===== src/rtl/multicycle_alu_if.sv =====
// Launch/result bundle between a datapath controller (master) and multicycle_alu (slave).
// Handshake: start is taken on a rising clock edge only while busy is low; done pulses for one cycle when the result fields update.
interface multicycle_alu_if #(
    parameter int WIDTH = 16
);
    logic             start;
    logic [3:0]       ALUControl;
    logic [WIDTH-1:0] input1;
    logic [WIDTH-1:0] input2;
    logic             busy;
    logic             done;
    logic [WIDTH-1:0] result;
    logic [WIDTH-1:0] resultHi;
    logic             Zero;
    logic             overflow;
    logic             divByZero;
    logic             dbg_state;

    modport master (
        output start, ALUControl, input1, input2,
        input  busy, done, result, resultHi, Zero, overflow, divByZero, dbg_state
    );

    modport slave (
        input  start, ALUControl, input1, input2,
        output busy, done, result, resultHi, Zero, overflow, divByZero, dbg_state
    );
endinterface


===== src/rtl/multicycle_alu.sv =====
// Clocked ALU: single-cycle logic/arith/shift/compare ops plus iterative unsigned MUL and restoring DIV.
// dbg_state exposes the IDLE/RUN state register.
module multicycle_alu #(
    parameter int WIDTH = 16,
    parameter int SHW   = $clog2(WIDTH)
) (
    input  logic            clock,
    input  logic            reset_n,
    multicycle_alu_if.slave bus
);
    typedef enum logic {S_IDLE = 1'b0, S_RUN = 1'b1} state_t;

    localparam logic [3:0] OP_AND  = 4'b0000, OP_OR  = 4'b0001, OP_ADD = 4'b0010, OP_EQ  = 4'b0011,
                           OP_XOR  = 4'b0100, OP_NOR = 4'b0101, OP_SUB = 4'b0110, OP_SLT = 4'b0111,
                           OP_SLTS = 4'b1000, OP_SLL = 4'b1001, OP_SRL = 4'b1010, OP_SRA = 4'b1011,
                           OP_MUL  = 4'b1100, OP_DIV = 4'b1101;
    localparam logic [SHW-1:0] CNT_LAST = SHW'(WIDTH - 1);

    state_t           r_state, w_state_nxt;
    logic [SHW-1:0]   r_cnt, w_cnt_nxt;
    logic             r_is_div, w_is_div_nxt;
    logic [WIDTH-1:0] r_opb, w_opb_nxt, r_hi, w_hi_nxt, r_lo, w_lo_nxt;
    logic [WIDTH-1:0] r_result, w_result_nxt, r_result_hi, w_result_hi_nxt;
    logic             r_zero, w_zero_nxt, r_ovf, w_ovf_nxt, r_dbz, w_dbz_nxt;
    logic             r_done, w_done_nxt, r_busy, w_busy_nxt;

    logic [WIDTH-1:0] w_a, w_b, w_sum, w_diff, w_ss_result;
    logic [SHW-1:0]   w_shamt;
    logic [3:0]       w_op;
    logic             w_ss_ovf, w_launch_iter;
    logic [WIDTH:0]   w_mul_sum, w_div_shift;
    logic [WIDTH-1:0] w_div_sub, w_step_hi, w_step_lo;
    logic             w_div_ge;

    assign w_a           = bus.input1;
    assign w_b           = bus.input2;
    assign w_op          = bus.ALUControl;
    assign w_sum         = w_a + w_b;
    assign w_diff        = w_a - w_b;
    assign w_shamt       = w_b[SHW-1:0];
    assign w_launch_iter = (w_op == OP_MUL) || ((w_op == OP_DIV) && (w_b != '0));

    always_comb begin : single_step
        w_ss_result = '0;
        w_ss_ovf    = 1'b0;
        case (w_op)
            OP_AND:  w_ss_result = w_a & w_b;
            OP_OR:   w_ss_result = w_a | w_b;
            OP_ADD: begin
                w_ss_result = w_sum;
                w_ss_ovf    = (w_a[WIDTH-1] == w_b[WIDTH-1]) && (w_sum[WIDTH-1] != w_a[WIDTH-1]);
            end
            OP_SUB: begin
                w_ss_result = w_diff;
                w_ss_ovf    = (w_a[WIDTH-1] != w_b[WIDTH-1]) && (w_diff[WIDTH-1] != w_a[WIDTH-1]);
            end
            OP_EQ:   w_ss_result = WIDTH'(w_a == w_b);
            OP_SLT:  w_ss_result = WIDTH'(w_a < w_b);
            OP_SLTS: w_ss_result = WIDTH'($signed(w_a) < $signed(w_b));
            OP_XOR:  w_ss_result = w_a ^ w_b;
            OP_NOR:  w_ss_result = ~(w_a | w_b);
            OP_SLL:  w_ss_result = w_a << w_shamt;
            OP_SRL:  w_ss_result = w_a >> w_shamt;
            OP_SRA:  w_ss_result = $signed(w_a) >>> w_shamt;
            OP_DIV:  w_ss_result = '1;  // only reached with a zero divisor
            default: w_ss_result = '0;
        endcase
    end

    // One iteration: r_hi holds partial product / remainder, r_lo holds multiplier / quotient bits.
    assign w_mul_sum   = {1'b0, r_hi} + (r_lo[0] ? {1'b0, r_opb} : '0);
    assign w_div_shift = {r_hi, r_lo[WIDTH-1]};
    assign w_div_ge    = w_div_shift >= {1'b0, r_opb};
    assign w_div_sub   = w_div_shift[WIDTH-1:0] - r_opb;

    always_comb begin : iter_step
        if (r_is_div) begin
            w_step_hi = w_div_ge ? w_div_sub : w_div_shift[WIDTH-1:0];
            w_step_lo = {r_lo[WIDTH-2:0], w_div_ge};
        end else begin
            w_step_hi = w_mul_sum[WIDTH:1];
            w_step_lo = {w_mul_sum[0], r_lo[WIDTH-1:1]};
        end
    end

    always_comb begin : fsm_next
        w_state_nxt     = r_state;
        w_cnt_nxt       = r_cnt;
        w_is_div_nxt    = r_is_div;
        w_opb_nxt       = r_opb;
        w_hi_nxt        = r_hi;
        w_lo_nxt        = r_lo;
        w_result_nxt    = r_result;
        w_result_hi_nxt = r_result_hi;
        w_zero_nxt      = r_zero;
        w_ovf_nxt       = r_ovf;
        w_dbz_nxt       = r_dbz;
        w_done_nxt      = 1'b0;
        w_busy_nxt      = r_busy;
        case (r_state)
            S_IDLE: begin
                if (bus.start && w_launch_iter) begin
                    w_state_nxt  = S_RUN;
                    w_cnt_nxt    = CNT_LAST;
                    w_is_div_nxt = (w_op == OP_DIV);
                    w_opb_nxt    = w_b;
                    w_hi_nxt     = '0;
                    w_lo_nxt     = w_a;
                    w_busy_nxt   = 1'b1;
                end else if (bus.start) begin
                    w_result_nxt    = w_ss_result;
                    w_result_hi_nxt = (w_op == OP_DIV) ? w_a : '0;
                    w_zero_nxt      = (w_ss_result == '0);
                    w_ovf_nxt       = w_ss_ovf;
                    w_dbz_nxt       = (w_op == OP_DIV);
                    w_done_nxt      = 1'b1;
                end
            end
            S_RUN: begin
                w_hi_nxt = w_step_hi;
                w_lo_nxt = w_step_lo;
                if (r_cnt == '0) begin
                    w_result_nxt    = w_step_lo;
                    w_result_hi_nxt = w_step_hi;
                    w_zero_nxt      = (w_step_lo == '0);
                    w_ovf_nxt       = 1'b0;
                    w_dbz_nxt       = 1'b0;
                    w_done_nxt      = 1'b1;
                    w_busy_nxt      = 1'b0;
                    w_state_nxt     = S_IDLE;
                end else begin
                    w_cnt_nxt = r_cnt - 1'b1;
                end
            end
            default: w_state_nxt = S_IDLE;
        endcase
    end

    always_ff @(posedge clock or negedge reset_n) begin
        if (!reset_n) begin
            r_state     <= S_IDLE;
            r_cnt       <= '0;
            r_is_div    <= 1'b0;
            r_opb       <= '0;
            r_hi        <= '0;
            r_lo        <= '0;
            r_result    <= '0;
            r_result_hi <= '0;
            r_zero      <= 1'b1;
            r_ovf       <= 1'b0;
            r_dbz       <= 1'b0;
            r_done      <= 1'b0;
            r_busy      <= 1'b0;
        end else begin
            r_state     <= w_state_nxt;
            r_cnt       <= w_cnt_nxt;
            r_is_div    <= w_is_div_nxt;
            r_opb       <= w_opb_nxt;
            r_hi        <= w_hi_nxt;
            r_lo        <= w_lo_nxt;
            r_result    <= w_result_nxt;
            r_result_hi <= w_result_hi_nxt;
            r_zero      <= w_zero_nxt;
            r_ovf       <= w_ovf_nxt;
            r_dbz       <= w_dbz_nxt;
            r_done      <= w_done_nxt;
            r_busy      <= w_busy_nxt;
        end
    end

    assign bus.busy      = r_busy;
    assign bus.done      = r_done;
    assign bus.result    = r_result;
    assign bus.resultHi  = r_result_hi;
    assign bus.Zero      = r_zero;
    assign bus.overflow  = r_ovf;
    assign bus.divByZero = r_dbz;
    assign bus.dbg_state = r_state;
endmodule


===== src/flat_wrapper.sv =====
// flat-port wrapper written by rule: the top's interface ports become plain ports
module multicycle_alu_flat 
#(
    parameter int WIDTH = 16,
    parameter int SHW   = $clog2(WIDTH)
)
  (clock, reset_n, bus_start, bus_ALUControl, bus_input1, bus_input2, bus_busy, bus_done, bus_result, bus_resultHi, bus_Zero, bus_overflow, bus_divByZero, bus_dbg_state);
  multicycle_alu_if #(.WIDTH(WIDTH)) bus_i ();
  input  logic clock;
  input  logic reset_n;
  input wire logic [$bits(bus_i.start)-1:0] bus_start;
  input wire logic [$bits(bus_i.ALUControl)-1:0] bus_ALUControl;
  input wire logic [$bits(bus_i.input1)-1:0] bus_input1;
  input wire logic [$bits(bus_i.input2)-1:0] bus_input2;
  output wire logic [$bits(bus_i.busy)-1:0] bus_busy;
  output wire logic [$bits(bus_i.done)-1:0] bus_done;
  output wire logic [$bits(bus_i.result)-1:0] bus_result;
  output wire logic [$bits(bus_i.resultHi)-1:0] bus_resultHi;
  output wire logic [$bits(bus_i.Zero)-1:0] bus_Zero;
  output wire logic [$bits(bus_i.overflow)-1:0] bus_overflow;
  output wire logic [$bits(bus_i.divByZero)-1:0] bus_divByZero;
  output wire logic [$bits(bus_i.dbg_state)-1:0] bus_dbg_state;
  assign bus_i.start = bus_start;
  assign bus_i.ALUControl = bus_ALUControl;
  assign bus_i.input1 = bus_input1;
  assign bus_i.input2 = bus_input2;
  assign bus_busy = bus_i.busy;
  assign bus_done = bus_i.done;
  assign bus_result = bus_i.result;
  assign bus_resultHi = bus_i.resultHi;
  assign bus_Zero = bus_i.Zero;
  assign bus_overflow = bus_i.overflow;
  assign bus_divByZero = bus_i.divByZero;
  assign bus_dbg_state = bus_i.dbg_state;
  multicycle_alu #(.WIDTH(WIDTH), .SHW(SHW)) u_core (.clock(clock), .reset_n(reset_n), .bus(bus_i));
endmodule

===== config.mk =====
export PLATFORM = sky130hd
export DESIGN_NAME = multicycle_alu_flat
export DESIGN_NICKNAME = d
export VERILOG_FILES = /design/src/rtl/multicycle_alu_if.sv /design/src/rtl/multicycle_alu.sv /design/src/flat_wrapper.sv
export SDC_FILE = /design/constraint.sdc
export NUM_CORES = 1
export LEC_CHECK = 0
export ABC_AREA = 1
export CAP_MARGIN = 20
export CORE_MARGIN = 5
export CORE_UTILIZATION = 30
export DETAILED_ROUTE_END_ITERATION = 6
export REMOVE_ABC_BUFFERS = 1
export SETUP_SLACK_MARGIN = 0.4
export SYNTH_ARGS = -nofsm -noshare
export SYNTH_HDL_FRONTEND = slang
export SYNTH_SLANG_ARGS = --single-unit

===== constraint.sdc =====
create_clock -name clock -period 5.4 [get_ports clock]
set_clock_uncertainty 0.2 [all_clocks]
set_input_delay 0.54 -clock clock [delete_from_list [all_inputs] [get_ports clock]]
set_output_delay 0.54 -clock clock [all_outputs]
set_load 0.005 [all_outputs]

==> impl_metrics.py, run 1 <==
metrics = {
    "detailed_routing": {
        "drt_iter0_markers": 1320,
        "ant_nets": 0,
        "first_pass_iters": 6,
        "totalWireLength_microns": 47600,
        "vias": 12181,
        "drc": 0,
        "avgRoutedWirePerCell_microns": 21.3,
        "via_per_inst": 5.45,
    },
    "global_route": {
        "globalRouteOverflowTotal": 0,
        "grt_usage_pct": 23.7,
        "first_global_vias": 11516,
        "grt_max_degree": 60,
        "grt_pass1_wl_microns": 70400,
        "antenna_found_initial": 1,
    },
    "hold_path": {
        "hold_class": "reg2reg",
    },
    "flow_run": {
        "drv_cap": 0,
    },
    "clocking": {
        "cts.clk_slew.worst_paths_ns": 0.07,
        "cts_resized": 0,
        "htree_levels": 3,
        "clock_latency_ns": 0.35,
        "numCtsBuffers": 9,
        "cts_tree": "built",
        "cts_hold_buffers": 1,
        "cts_root_buf": "clkbuf_16",
        "clock-sinks": 91,
        "clockBufferDepth": 2,
        "cts_setup_buffers": 0,
    },
    "floorplanning": {
        "die_w_microns": 196,
        "core-area_sq_mm": 0.0345,
        "fp.dieH_microns": 196,
        "fp-row-count": 68,
        "io_pins": 77,
        "initial_core_util_pct": 30.3,
        "die_area_sq_mm": 0.0386,
    },
    "synth": {
        "synth_top_area_share_pct": 21.6,
        "ys_seq_area_share_pct": 21.8,
        "synthSimpleGateAreaFrac_pct": 38.9,
        "yosys-top-cells-count": "nand2_1 (500), inv_1 (198), nand3_1 (191)",
        "synth_compound_area_share_pct": 16.0,
        "muxShareOfSynthArea_pct": 0.0959,
        "synthXorXnorAreaFrac_pct": 1.34,
        "synth_cell_type_count": 51,
        "syn_avg_cell_area_sq_um": 6.06,
        "syn-cell-area_sq_mm": 0.0104,
        "synth_fa_ha_area_share_pct": 11.2,
        "syn_inst": 1722,
        "ys_seq_elements": 91,
        "synth_top_family_by_area": "simple AND/OR/NAND/NOR gates",
        "async_flop_share_pct": 100,
        "yosysMostFrequentCell": "nand2_1",
        "synth_ff_type": "dfrtp_1",
        "synth_top_area_cell": "dfrtp_1",
        "ys_top_cells_by_area": "dfrtp_1 (22%), nand2_1 (18%), ha_1 (10%)",
        "synth_warnings": 0,
        "synth_enable_flop_cells": 0,
    },
    "power": {
        "internal-power_mw": 2.48,
        "clkPwrFrac_pct": 12.1,
        "p_leak_nw": 5.99,
        "power_frac_comb_pct": 62.1,
        "power_density_mw_per_mm2": 424,
        "peakVddDrop_v": 0.000212,
        "p_sw_mw": 2.58,
        "p_seq_share_pct": 25.8,
        "swShare_pct": 51.0,
    },
    "placed_design": {
        "post-place-ws_ns": 1.15,
        "port-buffer-count": 76,
        "dpl.cell_count": 2218,
        "postPlaceCellArea_sq_mm": 0.0117,
        "gp_congestion": 1.05,
        "dp_hpwl_microns": 37900,
    },
    "setup_path": {
        "path_class": "in2reg",
        "cp_cell_sequence": "clkdlybuf4s50_1 > inv_1 > ha_1 > inv_1 > fa_1 > nand2_1 > nand3_1 > o21ai_0 > nand2_1 > nor2_1 > nand2_1 > nor2_1 > nand3_1 > nor2_1 > nand2_1 > a21oi_1",
        "critPathMaxStageDelay_ns": 0.67,
        "end_kind": "flop",
        "crit_slowest_cell": "clkdlybuf4s50_1",
        "critical_path_required_ns": 5.48,
        "cpMostUsedCell": "nand2_1",
        "start_kind": "primary input",
        "cp.arrival_ns": 4.15,
        "cp_max_fo": 6,
    },
    "run_status": {
        "status": "finished clean",
    },
    "layout": {
        "synthToLayoutAreaGrowth_pct": 14.4,
        "finalNetCount": 1905,
        "diodes": 0,
        "layout-drive-gt1-share_pct": 4.94,
        "stdcell_count": 2235,
        "postLayoutCellArea_sq_mm": 0.0119,
    },
    "sta": {
        "rsz0062_at_grt": "false",
        "setup_viol": 0,
        "tns_ns": 0,
        "post-route-period-util_pct": 75.4,
        "max_freq_mhz": 246,
        "hold_viol_final": 0,
        "fin_crit_ns": 4.07,
        "fin_ws_ns": 1.33,
        "worst_slew_pin_slew_ns": 0.980,
        "drv_slew": 0,
        "relSlewSlack_pct": 34.1,
    },
}
## stage by stage
stage | total power, mW | utilization, % | hold WS, ns
3_5_place_dp | 4.40 | 33.8 | 0.310
4_1_cts | 5.03 | 34.6 | 0.329
5_1_grt | 5.48 | 34.6 | 0.346
3_3_place_gp | 4.39 | 33.8 | 0.299
6_report | 5.07 | 34.6 | 0.324
2_1_floorplan | 3.16 | - | 0.0444
## cell usage in the layout, fill, tap and decap left out, drive strengths merged, types with 2 or more instances in the layout
master and count:
nand2 506, inv 212, nand3 192, nor2 168, o21ai 120, a21oi 101, dfrtp 90, ha 87
clkdlybuf4s50 75, buf 29, nand4 26, a31oi 26, nor3 24, or2 19, o211ai 12, o221ai 12
xor2 10, clkbuf 10, o21bai 8, nor4 7, xnor2 6, a21o 5, o22ai 5, and2 5
nand3b 4, fa 4, a21boi 2, clkinvlp 2
## cell type report
| type | instances | area, sq um |
|---|---|---|
| Inverter | 209 | 785 |
| Sequential cell | 91 | 2280 |
| Clock buffer | 10 | 229 |
| Tap cell | 455 | 569 |
| Multi-Input combinational cell | 1359 | 7050 |
| Clock inverter | 6 | 46.3 |
| Fill cell | 3820 | 22500 |
| Timing Repair Buffer | 105 | 978 |
## cell families after synthesis
kind of cell    Yosys count
compound gates          298
xor+xnor                 16
fa+ha+maj                91
buf+inv                 272
flops                    91
mux                       1
simple gates            953
## critical path: cells and delay by family
kind / cells / cell delay (ns)
buf+inv: 3 / 1.15
simple gates: 9 / 1.15
compound gates: 2 / 0.56
fa+ha+maj: 2 / 0.73
## final timing paths
path | cells after the start | from | slack (ns) | to
max | 16 | bus_input1[0] | 1.33 | u_core.bus.Zero$_DFFE_PN1P_
min | 1 | u_core.bus.overflow$_DFFE_PN0P_ | 0.32 | u_core.bus.overflow$_DFFE_PN0P_
max reg2reg | 14 | u_core.r_opb[8]$_DFFE_PN0P_ | 1.83 | u_core.r_hi[3]$_DFFE_PN0P_
min reg2reg | 1 | u_core.bus.overflow$_DFFE_PN0P_ | 0.32 | u_core.bus.overflow$_DFFE_PN0P_
max in group asynchronous | 3 | reset_n | 3.40 | u_core.r_lo[1]$_DFFE_PN0P_
min in group asynchronous | 2 | reset_n | 0.47 | u_core.r_hi[4]$_DFFE_PN0P_
## power groups by stage
stage	sequential, mW	clock, mW	combinational, mW
final	1.31	0.615	3.15
after CTS	1.30	0.622	3.11
after detailed placement	1.31	0	3.09
after global placement	1.31	0	3.07
after global routing	1.34	0.647	3.49
after floorplan	1.22	0	1.95
## registers in the layout, indices dropped and copies added, names as in the netlist, 4 cells and up
name,count
u_core.bus.result,16
u_core.r_opb,16
u_core.bus.resultHi,16
u_core.r_hi,16
u_core.r_lo,16
u_core.r_cnt,4
## per-layer routing
metal | up-vias | track usage, % | part of all wire [%] | wire length [microns]
met1 | 5707 | 31.9 | 43 | 20300
met5 | - | 0 | 0.025 | 12
met3 | 112 | 2.89 | 6.8 | 3210
li1 | 5771 | - | - | -
met2 | 589 | 38.8 | 46 | 21700
met4 | 2 | 9.52 | 4.8 | 2290
(Power assumes the default switching activity.)
==> inputs of run 2 (changes only) <==
==> constraint.sdc (replaced) <==
create_clock -name clock -period 3.8 [get_ports clock]
set_clock_uncertainty 0.2 [all_clocks]
set_input_delay 0.38 -clock clock [delete_from_list [all_inputs] [get_ports clock]]
set_output_delay 0.38 -clock clock [all_outputs]
set_load 0.005 [all_outputs]
==> impl_metrics.py, run 2 (synthesized netlist as in run 1, its figures left out) <==
metrics = {
    "run_status": {
        "status": "finished, violations left",
        "violations": "hold timing",
    },
    "detailed_routing": {
        "totalWireLength_microns": 49600,
        "via_per_inst": 5.35,
        "ant_nets": 0,
        "vias": 12277,
        "drc": 0,
        "avgRoutedWirePerCell_microns": 21.6,
        "first_pass_iters": 6,
        "drt_iter0_markers": 1223,
    },
    "sta": {
        "fin_crit_ns": 3.24,
        "setup_viol": 0,
        "tns_ns": 0,
        "hold_ws_ns": -0.0423,
        "worst_slew_pin_slew_ns": 1.16,
        "relSlewSlack_pct": 22.4,
        "hold_viol_final": 35,
        "post-route-period-util_pct": 85.3,
        "drv_slew": 0,
        "max_freq_mhz": 308,
        "rsz0062_at_grt": "false",
    },
    "layout": {
        "layout-drive-gt1-share_pct": 8.22,
        "diodes": 0,
        "layout_common_cells": "nand2_1 (500), inv_1 (198), nand3_1 (191)",
        "final_common_cell": "nand2_1",
        "stdcell_count": 2293,
        "finalNetCount": 1963,
        "fillers": 3852,
        "synthToLayoutAreaGrowth_pct": 19.2,
    },
    "clocking": {
        "cts_root_buf": "clkbuf_16",
        "cts.clk_slew.worst_paths_ns": 0.07,
        "numCtsBuffers": 9,
        "clockBufferDepth": 2,
        "clock_latency_ns": 0.37,
        "cts_hold_buffers": 0,
        "cts_tree": "built",
        "clock-sinks": 91,
        "htree_levels": 3,
    },
    "global_route": {
        "first_global_vias": 11784,
        "antenna_found_initial": 1,
        "grt_max_degree": 73,
        "globalRouteOverflowTotal": 0,
        "grt_pass1_wl_microns": 73300,
        "grt_usage_pct": 24.9,
    },
    "setup_path": {
        "path_class": "in2reg",
        "critical_path_required_ns": 3.85,
        "end_kind": "flop",
        "r2r-end": "u_core.r_hi[8]$_DFFE_PN0P_",
        "r2r_cells": 14,
        "cp.arrival_ns": 3.29,
        "r2r_slack_ns": 0.77,
        "cp_max_fo": 10,
        "start_kind": "primary input",
        "r2r-start": "u_core.r_lo[0]$_DFFE_PN0P_",
    },
    "flow_run": {
        "drv_cap": 0,
    },
    "placed_design": {
        "port-buffer-count": 76,
        "gp_congestion": 1.00,
        "dpl.cell_count": 2277,
        "dp_hpwl_microns": 40200,
    },
    "power": {
        "fin_total_pwr_mw": 7.38,
        "peakVddDrop_v": 0.000288,
        "p_leak_nw": 6.29,
        "power_density_mw_per_mm2": 594,
    },
    "hold_path": {
        "hold_class": "in2async",
    },
    "floorplanning": {
        "core-area_sq_mm": 0.0345,
        "fp-row-count": 68,
        "die_area_sq_mm": 0.0386,
        "io_pins": 77,
        "die_w_microns": 196,
        "fp.dieH_microns": 196,
        "initial_core_util_pct": 30.3,
    },
}
-- run 2: metal layers --
metal	GRT usage (%)	up-vias	wire length [microns]
met2	42.8	533	23700
met3	2.68	99	3140
met4	9.98	0	2250
met1	31.9	5751	20600
li1	-	5894	-
met5	0	-	0
-- run 2: worst max-delay path: stages --
cell	delay (ns)
clkdlybuf4s50_1	0.48
inv_1	0.28
ha_2	0.41
a21oi_1	0.37
nor2_1	0.07
nor2_1	0.09
nand2_1	0.16
nand2_1	0.16
nand3_1	0.10
nand3_1	0.23
nand2_1	0.11
o21ai_0	0.23
buf_4	0.16
a31oi_1	0.06
-- run 2: area by class of cell --
type / instances / area, sq um / share of cell area (%)
Multi-Input combinational cell: 1359 / 7070 / 56.9
Sequential cell: 91 / 2280 / 18.3
Timing Repair Buffer: 163 / 1440 / 11.6
Inverter: 209 / 785 / 6.31
Tap cell: 455 / 569 / 4.58
Clock buffer: 11 / 233 / 1.87
Clock inverter: 5 / 63.8 / 0.513
-- run 2: through the flow --
step                      worst slack (ns)  utilization [%]  hold slack (ns)  area, sq um
after floorplan                      0.697                -           -0.116        10100
after detailed placement            0.0237             35.2            0.308        12100
final                                0.557             36.1          -0.0423        12400
after CTS                            0.416             36.0          0.00516        12400
after global routing                 0.406             36.1           0.0563        12400
after global placement              0.0223             35.2            0.296        12100
-- run 2: how the worst max path moves through the flow --
stage / from / endpoint / slack, ns / cells after the start
floorplan: u_core.bus.dbg_state$_DFF_PN0_ / u_core.bus.resultHi[15]$_DFFE_PN0P_ / 0.70 / 8
global placement: bus_input2[4] / u_core.bus.result[15]$_DFFE_PN0P_ / 0.02 / 14
detailed placement: bus_input2[4] / u_core.bus.result[15]$_DFFE_PN0P_ / 0.02 / 14
CTS: bus_input2[4] / u_core.bus.result[15]$_DFFE_PN0P_ / 0.42 / 14
global route: bus_input2[4] / u_core.bus.Zero$_DFFE_PN1P_ / 0.41 / 16
finish: bus_input2[4] / u_core.bus.result[15]$_DFFE_PN0P_ / 0.56 / 14
-- run 2: timing repair --
item,4_1_cts,5_1_grt
setup buffers,0,0
resized for setup,0,6
setup endpoints to repair,0,5
-- run 2: report_power, final --
group / internal [mW] / switching (mW) / total, mW
logic: 1.74 / 2.83 / 4.58
clock network: 0.515 / 0.417 / 0.933
registers: 1.43 / 0.447 / 1.87
==> inputs of run 3 (changes only) <==
==> constraint.sdc (replaced) <==
create_clock -name clock -period 3.9 [get_ports clock]
set_clock_uncertainty 0.2 [all_clocks]
set_input_delay 0.39 -clock clock [delete_from_list [all_inputs] [get_ports clock]]
set_output_delay 0.39 -clock clock [all_outputs]
set_load 0.005 [all_outputs]
==> impl_metrics.py, run 3 (synthesized netlist as in run 1, its figures left out) <==
metrics = {
    "floorplanning": {
        "core-area_sq_mm": 0.0345,
        "die_w_microns": 196,
        "io_pins": 77,
        "fp-row-count": 68,
        "fp.dieH_microns": 196,
        "die_area_sq_mm": 0.0386,
        "initial_core_util_pct": 30.3,
    },
    "global_route": {
        "grt_pass1_wl_microns": 73400,
        "grt_usage_pct": 25.0,
        "antenna_found_initial": 0,
        "first_global_vias": 11822,
        "globalRouteOverflowTotal": 0,
        "grt_max_degree": 83,
    },
    "clocking": {
        "cts_tree": "built",
        "cts_setup_buffers": 0,
        "clock-sinks": 91,
        "clock_latency_ns": 0.36,
        "cts_root_buf": "clkbuf_16",
        "numCtsBuffers": 9,
        "clockBufferDepth": 2,
        "cts.clk_slew.worst_paths_ns": 0.07,
        "htree_levels": 3,
    },
    "layout": {
        "synthToLayoutAreaGrowth_pct": 18.1,
        "diodes": 0,
        "final_common_cell": "nand2_1",
        "layout-drive-gt1-share_pct": 7.31,
        "finalNetCount": 1946,
        "layout_common_cells": "nand2_1 (499), inv_1 (197), nand3_1 (191)",
    },
    "setup_path": {
        "crit_slowest_cell": "clkdlybuf4s50_1",
        "setup.worst_path.start": "bus_input1[8]",
        "start_kind": "primary input",
        "cp_max_fo": 9,
        "r2r-start": "u_core.r_opb[8]$_DFFE_PN0P_",
        "cp.arrival_ns": 3.56,
        "cpMostUsedCell": "nor2_1",
        "path_class": "in2reg",
        "cp_cell_sequence": "clkdlybuf4s50_1 > inv_1 > ha_1 > nor2_1 > nand2_1 > nor2_1 > nand2_1 > nand2_1 > nor2_1 > nor2_1 > nand2_1 > nor2_1 > nand3_1 > nor2_1 > nand2_1 > a21oi_1",
        "critical_path_required_ns": 3.99,
        "end_kind": "flop",
        "crit_family": "simple AND/OR/NAND/NOR gates",
        "critPathMaxStageDelay_ns": 0.71,
        "path_buf_inv": 2,
    },
    "power": {
        "p_leak_nw": 6.21,
        "peakVddDrop_v": 0.000317,
        "power_density_mw_per_mm2": 583,
    },
    "sta": {
        "fin_ws_ns": 0.432,
        "worst_slew_pin_slew_ns": 1.10,
        "max_freq_mhz": 288,
        "drv_slew": 0,
        "post-route-period-util_pct": 88.9,
        "relSlewSlack_pct": 26.4,
        "rsz0062_at_grt": "true",
        "setup_viol": 0,
        "hold_viol_final": 0,
        "tns_ns": 0,
        "fin_crit_ns": 3.47,
    },
    "placed_design": {
        "gp_congestion": 1.07,
        "dp_hpwl_microns": 40400,
        "post-place-ws_ns": 0.0559,
        "port-buffer-count": 76,
    },
    "detailed_routing": {
        "totalWireLength_microns": 49600,
        "vias": 12350,
        "drc": 0,
        "first_pass_iters": 5,
        "drt_iter0_markers": 1237,
        "avgRoutedWirePerCell_microns": 21.8,
        "ant_nets": 0,
        "via_per_inst": 5.43,
    },
    "flow_run": {
        "drv_cap": 0,
    },
    "run_status": {
        "status": "finished clean",
    },
    "hold_path": {
        "hold_class": "in2async",
    },
}
-- run 3: changes by cell type in the layout (fill, tap and decap cells not counted), moves of 2 or more --
cell      previous run  this run
clkinv_4             2         0
nor2_2               6         4
clkbuf_1             2         0
buf_4               86        67
nor2_1             160       162
inv_6                1         3
-- run 3: where the power goes --
part	internal, mW	total [mW]	switching [mW]	leakage (nW)
clock network	0.501	0.915	0.414	0.139
registers	1.39	1.80	0.415	1.12
logic	1.69	4.47	2.77	4.94
-- run 3: path summary, 6_finish.rpt --
| check | slack, ns | cells after the start | end |
|---|---|---|---|
| setup reg to reg | 0.81 | 14 | u_core.r_hi[3]$_DFFE_PN0P_ |
| max in group asynchronous | 2.34 | 4 | u_core.bus.Zero$_DFFE_PN1P_ |
| hold / removal | 0.24 | 2 | u_core.r_hi[5]$_DFFE_PN0P_ |
| min in group clock | 0.32 | 2 | u_core.r_opb[15]$_DFFE_PN0P_ |
| hold reg to reg | 0.32 | 2 | u_core.r_opb[15]$_DFFE_PN0P_ |
| setup / recovery | 0.43 | 16 | u_core.bus.Zero$_DFFE_PN1P_ |
-- run 3: what timing repair did --
action                     in CTS  in global routing
hold endpoints to repair        0                 14
gates resized for setup         0                  4
setup endpoints to repair       0                  4
hold buffers                    0                  1
-- run 3: layer usage --
layer	track usage, %	routed length (microns)	up-vias
met5	0	0	-
met3	1.90	2800	97
met2	42.0	23300	550
met1	33.0	21000	5840
met4	11.3	2580	0
li1	-	-	5863
-- run 3: final cells by class --
class | instances | area [sq um]
Tap cell | 455 | 569
Fill cell | 3838 | 22100
Timing Repair Buffer | 146 | 1330
Inverter | 209 | 785
Clock inverter | 6 | 71.3
Clock buffer | 9 | 225
Multi-Input combinational cell | 1359 | 7060
Sequential cell | 91 | 2280
-- run 3: metrics by stage --
| stage | utilization, % | cell area [sq um] | power, mW | hold slack, ns | instances |
|---|---|---|---|---|---|
| finish | 35.8 | 12300 | 7.19 | 0.237 | 2275 |
| global route | 35.8 | 12300 | 7.76 | 0.250 | 2275 |
| CTS | 35.6 | 12300 | 7.16 | 0.0827 | 2273 |
| detailed placement | 34.8 | 12000 | 6.22 | 0.293 | 2258 |
| global placement | 34.8 | 12000 | 6.19 | 0.292 | 2258 |
| floorplan | - | 10100 | 4.38 | -0.106 | 1659 |
